===== config.mk =====
export PLATFORM = sky130hd
export DESIGN_NAME = exe_stage_unit
export DESIGN_NICKNAME = d
export VERILOG_FILES = /design/src/rtl/exe_defs_pkg.sv /design/src/rtl/val2_generator.sv /design/src/rtl/exe_stage_unit.sv
export SDC_FILE = /design/constraint.sdc
export NUM_CORES = 1
export LEC_CHECK = 0
export ABC_AREA = 1
export BUFFER_PORTS_ARGS = -buffer_cell sky130_fd_sc_hd__clkbuf_2
export CAP_MARGIN = 0
export CORE_MARGIN = 2
export CORE_UTILIZATION = 40
export DETAILED_ROUTE_END_ITERATION = 7
export GPL_TIMING_DRIVEN = 0
export PLACE_DENSITY_LB_ADDON = 0.15
export SYNTH_ARGS = -nofsm -noshare
export SYNTH_HDL_FRONTEND = slang
export SYNTH_SLANG_ARGS = --single-unit

===== constraint.sdc =====
create_clock -name clk -period 3.62 [get_ports clk]
set_clock_uncertainty 0.05 [all_clocks]
set_input_delay 0.362 -clock clk [delete_from_list [all_inputs] [get_ports clk]]
set_output_delay 0.362 -clock clk [all_outputs]
set_load 0.05 [all_outputs]

===== src/rtl/exe_defs_pkg.sv =====
// exe_defs_pkg: shared ALU op codes, shift types and NZCV bit indices for the execute stage
package exe_defs_pkg;
  localparam logic [3:0] CMD_MOV = 4'b0001;
  localparam logic [3:0] CMD_MVN = 4'b1001;
  localparam logic [3:0] CMD_ADD = 4'b0010;
  localparam logic [3:0] CMD_ADC = 4'b0011;
  localparam logic [3:0] CMD_SUB = 4'b0100;
  localparam logic [3:0] CMD_SBC = 4'b0101;
  localparam logic [3:0] CMD_AND = 4'b0110;
  localparam logic [3:0] CMD_ORR = 4'b0111;
  localparam logic [3:0] CMD_EOR = 4'b1000;
  localparam logic [1:0] SH_LSL = 2'b00;
  localparam logic [1:0] SH_LSR = 2'b01;
  localparam logic [1:0] SH_ASR = 2'b10;
  localparam logic [1:0] SH_ROR = 2'b11;
  localparam int FLAG_N = 3;
  localparam int FLAG_Z = 2;
  localparam int FLAG_C = 1;
  localparam int FLAG_V = 0;
endpackage


===== src/rtl/val2_generator.sv =====
// val2_generator: combinational ARM shifter operand (rotated immediate, memory offset or shifted Rm)
module val2_generator
  import exe_defs_pkg::*;
(
  input  logic        imm,
  input  logic        mem,
  input  logic [31:0] rm,
  input  logic [11:0] shift_operand,
  output logic [31:0] val2
);
  logic [31:0] imm32;
  logic [63:0] imm_rot;
  logic [63:0] rm_rot;
  logic [31:0] asr;
  logic [31:0] shifted;
  logic [4:0]  sh;
  logic [1:0]  ty;
  always_comb begin
    imm32   = {24'b0, shift_operand[7:0]};
    imm_rot = {imm32, imm32} >> {shift_operand[11:8], 1'b0};
    sh      = shift_operand[11:7];
    ty      = shift_operand[6:5];
    rm_rot  = {rm, rm} >> sh;
    // kept in its own statement so the ternary below cannot strip the signedness
    asr     = $unsigned($signed(rm) >>> sh);
    shifted = ty == SH_LSL ? rm << sh :
              ty == SH_LSR ? rm >> sh :
              ty == SH_ASR ? asr : rm_rot[31:0];
    val2    = imm ? imm_rot[31:0] : mem ? {20'b0, shift_operand} : shifted;
  end
endmodule


===== src/rtl/exe_stage_unit.sv =====
// exe_stage_unit: execute stage with forwarding, Val2, ALU, NZCV register and EXE/MEM register
module exe_stage_unit
  import exe_defs_pkg::*;
#(
  parameter int WIDTH    = 32,
  parameter int REG_ADDR = 4
) (
  input  logic                clk,
  input  logic                rst,
  input  logic                freeze,
  input  logic                wb_en_in,
  input  logic                mem_r_en_in,
  input  logic                mem_w_en_in,
  input  logic [3:0]          exe_cmd,
  input  logic                s_in,
  input  logic                b_in,
  input  logic                imm,
  input  logic [WIDTH-1:0]    pc_in,
  input  logic [WIDTH-1:0]    val_rn,
  input  logic [WIDTH-1:0]    val_rm,
  input  logic [11:0]         shift_operand,
  input  logic [23:0]         signed_imm_24,
  input  logic [REG_ADDR-1:0] dest_in,
  input  logic [1:0]          sel_src1,
  input  logic [1:0]          sel_src2,
  input  logic [WIDTH-1:0]    fwd_mem_val,
  input  logic [WIDTH-1:0]    fwd_wb_val,
  output logic                wb_en_out,
  output logic                mem_r_en_out,
  output logic                mem_w_en_out,
  output logic [REG_ADDR-1:0] dest_out,
  output logic [WIDTH-1:0]    alu_res_out,
  output logic [WIDTH-1:0]    val_rm_out,
  output logic [3:0]          status_out,
  output logic                branch_taken,
  output logic [WIDTH-1:0]    branch_addr
);
  logic [WIDTH-1:0] op1, rm_f, val2, b_op, res;
  logic [WIDTH:0]   sum;
  logic             cin, is_sub, is_arith, v;
  logic [3:0]       nzcv;
  val2_generator u_val2 (
    .imm(imm),
    .mem(mem_r_en_in | mem_w_en_in),
    .rm(rm_f),
    .shift_operand(shift_operand),
    .val2(val2)
  );
  // subtraction is op1 + ~val2 + cin, so C reads as "no borrow" and SBC's -!C falls out of cin=C
  always_comb begin
    op1      = sel_src1 == 2'b01 ? fwd_mem_val : sel_src1 == 2'b10 ? fwd_wb_val : val_rn;
    rm_f     = sel_src2 == 2'b01 ? fwd_mem_val : sel_src2 == 2'b10 ? fwd_wb_val : val_rm;
    is_sub   = exe_cmd == CMD_SUB || exe_cmd == CMD_SBC;
    is_arith = is_sub || exe_cmd == CMD_ADD || exe_cmd == CMD_ADC;
    b_op     = is_sub ? ~val2 : val2;
    cin      = exe_cmd == CMD_ADD ? 1'b0 : exe_cmd == CMD_SUB ? 1'b1 : status_out[FLAG_C];
    sum      = {1'b0, op1} + {1'b0, b_op} + {{WIDTH{1'b0}}, cin};
    v        = (op1[WIDTH-1] == b_op[WIDTH-1]) && (sum[WIDTH-1] != op1[WIDTH-1]);
    res      = exe_cmd == CMD_MOV ? val2 :
               exe_cmd == CMD_MVN ? ~val2 :
               is_arith ? sum[WIDTH-1:0] :
               exe_cmd == CMD_AND ? op1 & val2 :
               exe_cmd == CMD_ORR ? op1 | val2 :
               exe_cmd == CMD_EOR ? op1 ^ val2 : '0;
    nzcv     = {res[WIDTH-1], res == '0,
                is_arith ? sum[WIDTH] : status_out[FLAG_C],
                is_arith ? v : status_out[FLAG_V]};
  end
  assign branch_taken = b_in;
  assign branch_addr  = pc_in + {{(WIDTH-26){signed_imm_24[23]}}, signed_imm_24, 2'b00};
  always_ff @(posedge clk or posedge rst) begin
    if (rst) begin
      wb_en_out    <= 1'b0;
      mem_r_en_out <= 1'b0;
      mem_w_en_out <= 1'b0;
      dest_out     <= '0;
      alu_res_out  <= '0;
      val_rm_out   <= '0;
      status_out   <= '0;
    end else if (!freeze) begin
      wb_en_out    <= wb_en_in;
      mem_r_en_out <= mem_r_en_in;
      mem_w_en_out <= mem_w_en_in;
      dest_out     <= dest_in;
      alu_res_out  <= res;
      val_rm_out   <= rm_f;
      if (s_in) status_out <= nzcv;
    end
  end
endmodule

-- Word level (Yosys, flattened, before mapping)
Index checks and enable logic that the tools add are counted.
- register bits after elaboration: 75
- bits in latches: 0
- memory bits (writable): 0
- bits in read-only memories: 0
- input bits: 217
- output and inout port bits: 108
- logic and storage cells: 65
- memories kept: 0
- add/subtract/negate cells: 3
- multipliers: 0
- divide/modulo/power cells: 0
- $lt $le $gt $ge: 0
- equality and inequality tests: 17
- shifts and indexed selects: 5
- mux-type cells: 18
- bitwise logic cells: 6
- reductions and logical operators: 8
- operators with widths (operator ; count):
    two-way mux 32 bit ; 16
    >> shifter 64 x 5 -> 32 bit ; 1
    >> shifter 40 x 5 -> 32 bit ; 1
    adder 32 x 32 -> 33 bit ; 1
    adder 33 x 1 -> 33 bit ; 1
    adder 32 bit ; 1
    AND 32 bit ; 1
    zero test 32 bit ; 1
    inverter 32 bit ; 1
    OR 32 bit ; 1
    << shifter 32 x 5 -> 32 bit ; 1
    >> shifter 32 x 5 -> 32 bit ; 1
    >>> shifter 32 x 5 -> 32 bit ; 1
    bitwise XOR 32 bit ; 1
    == test 4 x 3 -> 1 bit, second input constant ; 4
    == test 4 x 2 -> 1 bit, second input constant ; 2
    == test 4 bit, second input constant ; 2
    == test 2 x 1 -> 1 bit, second input constant ; 3
    == test 2 bit, second input constant ; 3
    == test 4 x 1 -> 1 bit, second input constant ; 1
    logical OR 1 bit ; 3
    AND reduction 3 bit ; 1
    zero test 2 bit ; 1
    two-way mux 1 bit ; 2
    6 further kinds ; 6

-- Logic depth before layout (Yosys ltp)
Gate-level depths: netlist of the first run.
- depth in word-level cells: 17
- gate-level depth with buffers: 43
- mapped depth without buffers: 42

-- By module
A second synthesis of the first run with hierarchy kept.
- cells, all modules: 3032
- area total of the unflattened synthesis: 16445.8 um2
- modules (own cells, without submodules) (module ; times used ; cells each ; area an instance (um2) ; seq. area each (um2)):
    exe_stage_unit ; 1 ; 1873 ; 11045.6 ; 1876.8
    val2_generator ; 1 ; 1159 ; 5400.2 ; 0.0

-- Least setup slack after synthesis of the first run
Ideal clock, no wire load.
- path kind: input-to-reg
- from: input port sel_src2[1]
- to: register status_out[2]
- arrival time: 4.264 ns
- path slack: -0.760 ns
- cell stages on the path: 35
- cells stage by stage: buf_4 -> buf_2 -> nand3_1 -> nand2_1 -> nand2_1 -> nand3_1 -> nand3_1 -> nand3_1 -> nand3_1 -> nand3_1 -> nand3_1 -> nand2_1 -> nand3_1 -> nand2_1 -> xor2_1 -> fa_1 -> inv_1 -> fa_1 -> o21ai_1 -> a21oi_1 -> o21ai_1 -> a21boi_0 -> o21ai_0 -> nand2_1 -> inv_1 -> o21ai_0 -> nor2_1 -> nand2_1 -> nand2_1 -> nand2_1 -> nor2_1 -> nand3_1 -> nor2_1 -> nand3_1 -> nand2_1
- word-level cells in the longest chain between the ends: 17
- ends and longest elaborated chain (item ; RTL line ; text):
    start, declared ; exe_stage_unit.sv:25 ; input logic [1:0] sel_src2,
    == test 2 bit ; exe_stage_unit.sv:52 ; rm_f = sel_src2 == 2'b01 ? fwd_mem_val : sel_src2 == 2'b10 ? fwd_wb_val : val_rm;
    two-way mux 32 bit ; exe_stage_unit.sv:52 ;
    two-way mux 32 bit (*) ; exe_stage_unit.sv:52 ;
    >> shifter 64 x 5 -> 32 bit / >>> shifter 32 x 5 -> 32 bit (equally long branches) ; val2_generator.sv:23, val2_generator.sv:25 ;
    two-way mux 32 bit ; val2_generator.sv:28 ; ty == SH_ASR ? asr : rm_rot[31:0];
    two-way mux 32 bit ; val2_generator.sv:27 ; ty == SH_LSR ? rm >> sh :
    two-way mux 32 bit (*) ; val2_generator.sv:26 ; shifted = ty == SH_LSL ? rm << sh :
    two-way mux 32 bit (*) (2 in a row) ; val2_generator.sv:29 ; val2 = imm ? imm_rot[31:0] : mem ? {20'b0, shift_operand} : shifted;
    inverter 32 bit / bitwise XOR 32 bit (equally long branches) ; exe_stage_unit.sv:55, exe_stage_unit.sv:60, exe_stage_unit.sv:64 ;
    two-way mux 32 bit (on tied branches) ; exe_stage_unit.sv:55, exe_stage_unit.sv:64 ;
    adder 32 x 32 -> 33 bit / two-way mux 32 bit (equally long branches) ; exe_stage_unit.sv:57, exe_stage_unit.sv:63 ;
    adder 33 x 1 -> 33 bit / two-way mux 32 bit (equally long branches) ; exe_stage_unit.sv:57, exe_stage_unit.sv:62 ;
    two-way mux 32 bit ; exe_stage_unit.sv:61 ; is_arith ? sum[WIDTH-1:0] :
    two-way mux 32 bit ; exe_stage_unit.sv:60 ; exe_cmd == CMD_MVN ? ~val2 :
    two-way mux 32 bit (*) ; exe_stage_unit.sv:59 ; res = exe_cmd == CMD_MOV ? val2 :
    zero test 32 bit (*) ; exe_stage_unit.sv:65 ; nzcv = {res[WIDTH-1], res == '0,
    end signal, assigned ; exe_stage_unit.sv:87 ; if (s_in) status_out <= nzcv;
    end, declared ; exe_stage_unit.sv:34 ; output logic [3:0] status_out,
Every way passes the cells marked *; elsewhere a longest branch is shown, timed or not.
A chain may end at the register's enable or synchronous reset.

-- Worst setup path in the final report of the first run
- from: input port shift_operand[7]
- to: register status_out[2]
- word-level cells in the longest chain between the ends: 14
- ends and longest elaborated chain (item ; RTL line ; text):
    start, declared ; exe_stage_unit.sv:21 ; input logic [11:0] shift_operand,
    >> shifter 64 x 5 -> 32 bit / >>> shifter 32 x 5 -> 32 bit (equally long branches) ; val2_generator.sv:23, val2_generator.sv:25 ;
    two-way mux 32 bit ; val2_generator.sv:28 ;
    two-way mux 32 bit ; val2_generator.sv:27 ;
    two-way mux 32 bit ; val2_generator.sv:26 ;
    two-way mux 32 bit ; val2_generator.sv:29 ;
    two-way mux 32 bit (*) ; val2_generator.sv:29 ;
    inverter 32 bit / bitwise XOR 32 bit (equally long branches) ; exe_stage_unit.sv:55, exe_stage_unit.sv:60, exe_stage_unit.sv:64 ;
    two-way mux 32 bit (on tied branches) ; exe_stage_unit.sv:55, exe_stage_unit.sv:64 ;
    adder 32 x 32 -> 33 bit / two-way mux 32 bit (equally long branches) ; exe_stage_unit.sv:57, exe_stage_unit.sv:63 ;
    adder 33 x 1 -> 33 bit / two-way mux 32 bit (equally long branches) ; exe_stage_unit.sv:57, exe_stage_unit.sv:62 ;
    two-way mux 32 bit ; exe_stage_unit.sv:61 ;
    two-way mux 32 bit ; exe_stage_unit.sv:60 ;
    two-way mux 32 bit (*) ; exe_stage_unit.sv:59 ;
    zero test 32 bit (*) ; exe_stage_unit.sv:65 ;
Marks and branches as above.

==> results.md, run 1 <==
- Final cycle utilization of the critical path: 1.38
- First-pass detailed-route iteration total: 6
- GRT overflow: 0
- Vias in the first global route: around 23000
- Max stage delay on crit path: 0.34 ns
- Core region area: between 40000 and 50000 µm²
- Vias per inst: 6.26
- Post-layout util: 0.599
- M1 WL: 38100 µm
- Worst-Margin Slew: around 1.4 ns
- Final setup violation count: 33
- Syn nets: ~3200
- Worst-skew pair later-pin latency: 0.37 ns
- CP endpoint kind: flip-flop
- Most frequent CP cell: nand2_1
- Flops & latches, synth: between 70 and 80
- Share of cells above drive strength 1: 0.395
- WL final: a little over 100000 µm
- Die height: about 210 µm
- Largest net degree at the start of global routing: 44
- Largest cells by area after synthesis: nand2_1, nand3_1, dfrtp_1
- Maximum clock insertion buffer count: 2
- CP Class: in -> reg
- Register area share after synthesis: 0.114
- Yosys cell types: 61
- IO Port Bufs: between 300 and 400
- CTS root buffer: clkbuf_16
- Initial DRC Count: 3140
- Top cell type's share of synthesized area: 0.180
- Tot GR Track Use: 0.460
- Max_cap viols: 0
- Peak supply drop: around 0.45 mV
- WP data arrival: ~5.3 ns
- Leak Pwr: 12.2 nW
- Reg clk slew, reported paths: approximately 0.07 ns
- Total number of vias: approximately 24000
- Num rows: 74
- Cell count after synthesis: ~2900
- WP buf/inv: 3
- Synth Cell Area: 16400 µm²
- Maximum fanout along the worst path: 10
- Fin area: about 24000 µm²
- Met3 routed WL: 11600 µm
- Sequential cell area: roughly 1900 µm²
- Final Hold Viols: 0
- Die width: 207 µm
- Worst slew margin: 0.0708
- Post-synth EDFFs: 0
- Outcome: finished, violations left
- Unrepaired setup endpoints after global routing: yes
- CTS tree: done
- Max H-tree Level: 3
- Post-DRT Antenna Nets: 0
- Nets@finish: between 3000 and 4000
- Worst hold path type: in -> reg
- Ys flop type: dfrtp_1
- WL per Instance: 26.5 µm
- Yosys warns: 0
- Power after layout: between 7 and 8 mW
- Async set or reset register ratio after synthesis: 1.00
- Syn_area_per_cell: 5.71 µm²
- First-pass GRT wire length: about 140000 µm
- Max frequency: 0.201 GHz
- Synth area leader: nand2_1
- Post-DP HPWL: 78800 µm
- Die ar.: 42600 µm²
- Initial core utilization: 0.404
- Area delta synth->final: 48.5%
- Tmin final: approximately 5 ns
- Multi-input logic area: approximately 16000 µm²
- Num CTS Buffers: 9
- Crit path max-delay family: simple AND/OR/NAND/NOR gates
- Worst-path cell with the longest stage delay: ha_2
- Worst setup SP type: input pin
- Setup WS post-layout: -1.36 ns
- Initial antenna violation count: 4
- Critical Path RT: between 3 and 4 ns
- Final Slew Violations: 0
- Area after DPL: between 15000 and 20000 µm²
- Failing checks: negative setup slack
- Fill cell count: 3874
- DR DRC count: 0
- I/O pin total: between 300 and 400
- GPL Wtd Cong: 1.11
- Power Dens Cells: ~320 nW/µm²
- Met2 WL post-DR: around 44000 µm
- # clock sinks: 75
- Highest routed layer: met4
## Yosys cell counts (6+ instances only)
library cell	number
a21oi_1	148
a31o_2	11
a31oi_1	41
buf_1	21
buf_2	47
buf_4	9
buf_6	6
clkbuf_1	70
dfrtp_1	75
ha_1	124
inv_1	274
inv_2	16
nand2_1	785
nand2_2	52
nand3_1	490
nand3_2	61
nand3b_1	6
nand4_1	26
nor2_1	203
nor2_2	6
nor3_1	12
o211ai_1	41
o21ai_0	139
o21ai_1	39
o21bai_1	9
or2_2	20
xnor2_1	12
xor2_1	58
## per-stage QoR
stage | setup WS, ns | std cells | hold slack [ns] | TNS [ns]
finish | -1.36 | 3893 | 0.130 | -24.82
global route | -1.50 | 3891 | 0.137 | -28.54
CTS | -1.02 | 3820 | 0.129 | -17.01
detailed placement | -2.41 | 3722 | 0.382 | -59.10
global placement | -2.41 | 3721 | 0.412 | -57.74
floorplan | -0.442 | 2874 | 0.422 | -2.28
## worst min-delay path: stages
cell and delay, ns:
clkbuf_2 0.08, nand2_1 0.04, nand2_1 0.04
## final cells by class
type	count	area share
Inverter	296	0.0472
Sequential cell	75	0.0770
Buffer	156	0.0387
Tap cell	532	0.0273
Antenna cell	3	0.000308
Timing Repair inverter	2	0.000616
Clock inverter	6	0.00396
Clock buffer	10	0.00940
Multi-Input combinational cell	2349	0.673
Timing Repair Buffer	464	0.122
## cells by family (layout without fill, tap and decap cells)
| family | count (synthesis) | count (layout) | share of synthesized area |
|---|---|---|---|
| buf+inv | 452 | 934 | 0.115 |
| xor+xnor | 70 | 70 | 0.0374 |
| flops | 75 | 75 | 0.114 |
| simple gates | 1676 | 1678 | 0.468 |
| mux | 1 | 1 | 0.000610 |
| other cells | 0 | 3 | 0 |
| compound gates | 473 | 473 | 0.166 |
| fa+ha+maj | 127 | 127 | 0.0982 |
## metal layers
layer / vias up / global-route usage
met2: 1892 / 0.702
met5: - / 0
li1: 10588 / -
met3: 484 / 0.0867
met4: 0 / 0.353
met1: 11418 / 0.572
## where the power goes
group	internal [mW]	switching (mW)	total, mW	leakage (nW)
clock network	0.614	0.454	1.07	0.155
registers	0.959	0.0861	1.05	0.910
logic	1.86	3.89	5.74	11.1
## registers in the layout, summed over array words and instances, names as in the netlist
signal,cells
alu_res_out,32
val_rm_out,32
dest_out,4
status_out,4
mem_r_en_out,1
mem_w_en_out,1
wb_en_out,1
## path summary, 6_finish.rpt
kind,start,to,slack (ns),cells past startpoint
hold reg to reg,alu_res_out[13],alu_res_out[13],0.44,2
max in group asynchronous,rst,alu_res_out[30],2.38,4
min in group asynchronous,rst,val_rm_out[25],0.53,3
setup / recovery,shift_operand[7],status_out[2],-1.36,32
setup reg to reg,status_out[1],status_out[2],-0.18,23
hold / removal,wb_en_in,wb_en_out,0.13,3
## cells in the final DEF (no fill, tap or decap), types with 41 or more instances in the layout
cell type,n
dfrtp_1,75
ha_1,105
buf_4,140
nand2_2,173
clkbuf_2,325
o21ai_0,92
inv_1,257
a21oi_1,106
nand2_4,67
o211ai_1,41
nand3_2,114
nor2_1,166
clkbuf_1,54
nand3_1,318
nand2_1,600
nand3_4,121
## repair_timing
action                                  4_1_cts  5_1_grt
hold buffers                                  1        0
hold endpoints to repair                     32        0
buffers inserted                             75       67
pin swaps                                   113      155
endpoints found under the setup margin       48       44
resized for setup                           547      348
gates cloned                                  6        3
No activity file was read; power rests on OpenSTA's default activity.
==> run 2: changes to the inputs <==
Settings changed: CORE_ASPECT_RATIO from default to 0.75, PLACE_DENSITY from default to 0.62, PLACE_DENSITY_LB_ADDON 0.15 to default.
==> run 2 against run 1 <==
  * The flow finishes with violations (max-capacitance violations, max-slew violations, negative setup slack)
  * Count of clock-buffer cells in the layout is 1 lower
  * Largest cell class unchanged
  * Design area is 1.0% higher
  * Sequential power hardly changed
  * Largest power group unchanged
  * Clock power is 10% lower
==> results.md, run 2 (synthesis results as in run 1) <==
- Outcome: finished, violations left
- Failing checks: max-capacitance violations, max-slew violations, negative setup slack
- Tot GR Track Use: 0.484 (+0.0237)
- Hold Path End: dest_out[3]
- Share of cells above drive strength 1: 0.397 (+0.00192)
- Tmin final: 5.09 ns (+0.107 ns)
- Num CTS Buffers: 9 (unchanged)
- Area delta synth->final: 50.0%
- Critical Path RT: 3.89 ns (about the same)
- Cell Count, Final, Fillers Out: 3900 (+0.18%)
- Worst-skew pair later-pin latency: 0.40 ns (+0.03 ns)
- Largest net degree at the start of global routing: 71 (+61%)
- Post-DP HPWL: 84400 µm (+7.2%)
- WL per Instance: 28.0 µm (+5.8%)
- Vias in the first global route: 22316 (-1.2%)
- Area after DPL: 19000 µm² (about the same)
- CP Class: in -> reg
- Worst hold path depth: 3 (unchanged)
- Die width: 238 µm (+15%)
- GRT overflow: 0 (unchanged)
- Die ar.: 42700 µm² (about the same)
- Setup TNS: -31.09 ns (-6.27 ns)
- Worst-path cell with the longest stage delay: nor4_4
- Max_cap viols: 1 (+1)
- Worst-Margin Slew: 1.56 ns (+0.181 ns)
- First-pass detailed-route iteration total: 6 (unchanged)
- DR DRC count: 0 (unchanged)
- Inserted Diodes: 0 (-3)
- Worst hold path type: in -> reg
- Worst setup SP type: input pin
- Num rows: 64 (-14%)
- CTS tree: done
- Maximum clock insertion buffer count: 2 (unchanged)
- Initial antenna violation count: 2 (-2)
- Worst Reg-to-Reg Cells: 22 (-4.3%)
- Worst slew margin: -0.0511 (-0.122)
- Reg2Reg Launch Point: status_out[1]
- Hold path start: dest_in[3]
- Biggest regs: alu_res_out: 32 flops, val_rm_out: 32 flops
- WP data arrival: 5.36 ns (+0.11 ns)
- Leak Pwr: 12.3 nW (+0.56%)
- Fill cell count: 3760 (-2.9%)
- # clock sinks: 75 (unchanged)
- IO Port Bufs: 315 (unchanged)
- CP endpoint kind: flip-flop
- Post-DRT Antenna Nets: 0 (unchanged)
- Most frequent cells in the layout: nand2_1, clkbuf_2, nand3_1
- Max frequency: 0.197 GHz (-2.1%)
- Most frequent CP cell: nand2_1
- I/O pin total: 325 (unchanged)
- Maximum fanout along the worst path: 7 (-3)
- Total number of vias: 24935 (+2.3%)
- Unrepaired setup endpoints after global routing: yes
- Register-to-Register Setup Slack: -0.30 ns (-0.12 ns)
- Fin area: 24600 µm² (+1.0%)
- Power Dens Cells: 325 nW/µm² (+0.72%)
- Setup WS post-layout: -1.47 ns (-0.107 ns)
- Max stage delay on crit path: 0.44 ns (+0.10 ns)
- Peak supply drop: 0.374 mV (-17%)
- GPL Wtd Cong: 1.15 (+3.0%)
- Critical R2R Capture: status_out[2]
- Initial DRC Count: 3964 (+26%)
- Reg clk slew, reported paths: 0.08 ns (about the same)
- Nets@finish: 3711 (+0.38%)
- Final Hold Viols: 0 (unchanged)
- Most common cell after layout, fill and taps aside: nand2_1
- Core region area: 40600 µm² (-0.12%)
- Final cycle utilization of the critical path: 1.41 (+0.0295)
- CTS root buffer: clkbuf_16
- WL final: 109000 µm (+6.0%)
- # placed instances: 3719 (-0.081%)
- Max H-tree Level: 3 (unchanged)
- Vias per inst: 6.39 (+2.1%)
- Final Slew Violations: 4 (+4)
- Die height: 179 µm (-13%)
- First-pass GRT wire length: 150000 µm (+4.3%)
- Initial core utilization: 0.404 (+0.000473)
- Final setup violation count: 37 (+12%)
[run 2: worst max path at each step]
stage / startpoint / end
after floorplan: sel_src2[1] / status_out[2]
after global placement: sel_src2[0] / status_out[2]
after detailed placement: sel_src2[0] / status_out[2]
after CTS: sel_src2[1] / status_out[2]
after global routing: sel_src2[1] / status_out[2]
final: sel_src2[1] / status_out[2]
[run 2: per-layer routing]
| metal | GRT usage | vias up | share of wire |
|---|---|---|---|
| met5 | 0 | - | 0.0010 |
| met4 | 0.223 | 8 | 0.060 |
| met1 | 0.651 | 11783 | 0.39 |
| met2 | 0.653 | 2137 | 0.38 |
| li1 | - | 10592 | - |
| met3 | 0.217 | 415 | 0.17 |
[run 2: stage by stage]
stage               utilization  worst slack, ns  hold slack [ns]  power (mW)
floorplan                     -           -0.442            0.422        3.88
global placement          0.468            -3.00            0.414        5.34
detailed placement        0.468            -3.07            0.195        5.37
CTS                       0.564            -1.22            0.119        7.19
global route              0.606            -1.56            0.141        8.22
finish                    0.606            -1.47            0.111        8.00
[run 2: worst max-delay path: cells and delay by family]
family / cells / cell delay, ns
adder cells (fa/ha/maj): 1 / 0.38
XOR/XNOR: 1 / 0.15
AO/OA/AOI/OAI: 3 / 0.32
AND/OR/NAND/NOR: 26 / 3.50
buffers and inverters: 5 / 0.61
[run 2: area by class of cell]
type,count,area (µm²),share of cell area
clock buffers,9,225,0.00915
flip-flops and latches,75,1880,0.0763
clock inverters,7,70.1,0.00285
multi-input cells,2348,16600,0.675
repair buffers,481,3090,0.125
plain buffers,156,922,0.0375
inverters,296,1150,0.0467
well taps,528,661,0.0268
[run 2: timing repair]
| item | in CTS | in global routing |
|---|---|---|
| gates cloned | 4 | 1 |
| setup endpoints to repair | 47 | 45 |
| endpoints found under the hold margin | 5 | 0 |
| buffers inserted | 111 | 48 |
| hold buffers | 1 | 0 |
| resized for setup | 610 | 293 |
| pin swaps | 114 | 174 |
[run 2: report_power, final]
part	total [mW]	internal [mW]	switching [mW]
logic	5.96	1.87	4.09
registers	1.07	0.959	0.109
clock network	0.963	0.483	0.480
total	8.00	3.31	4.68
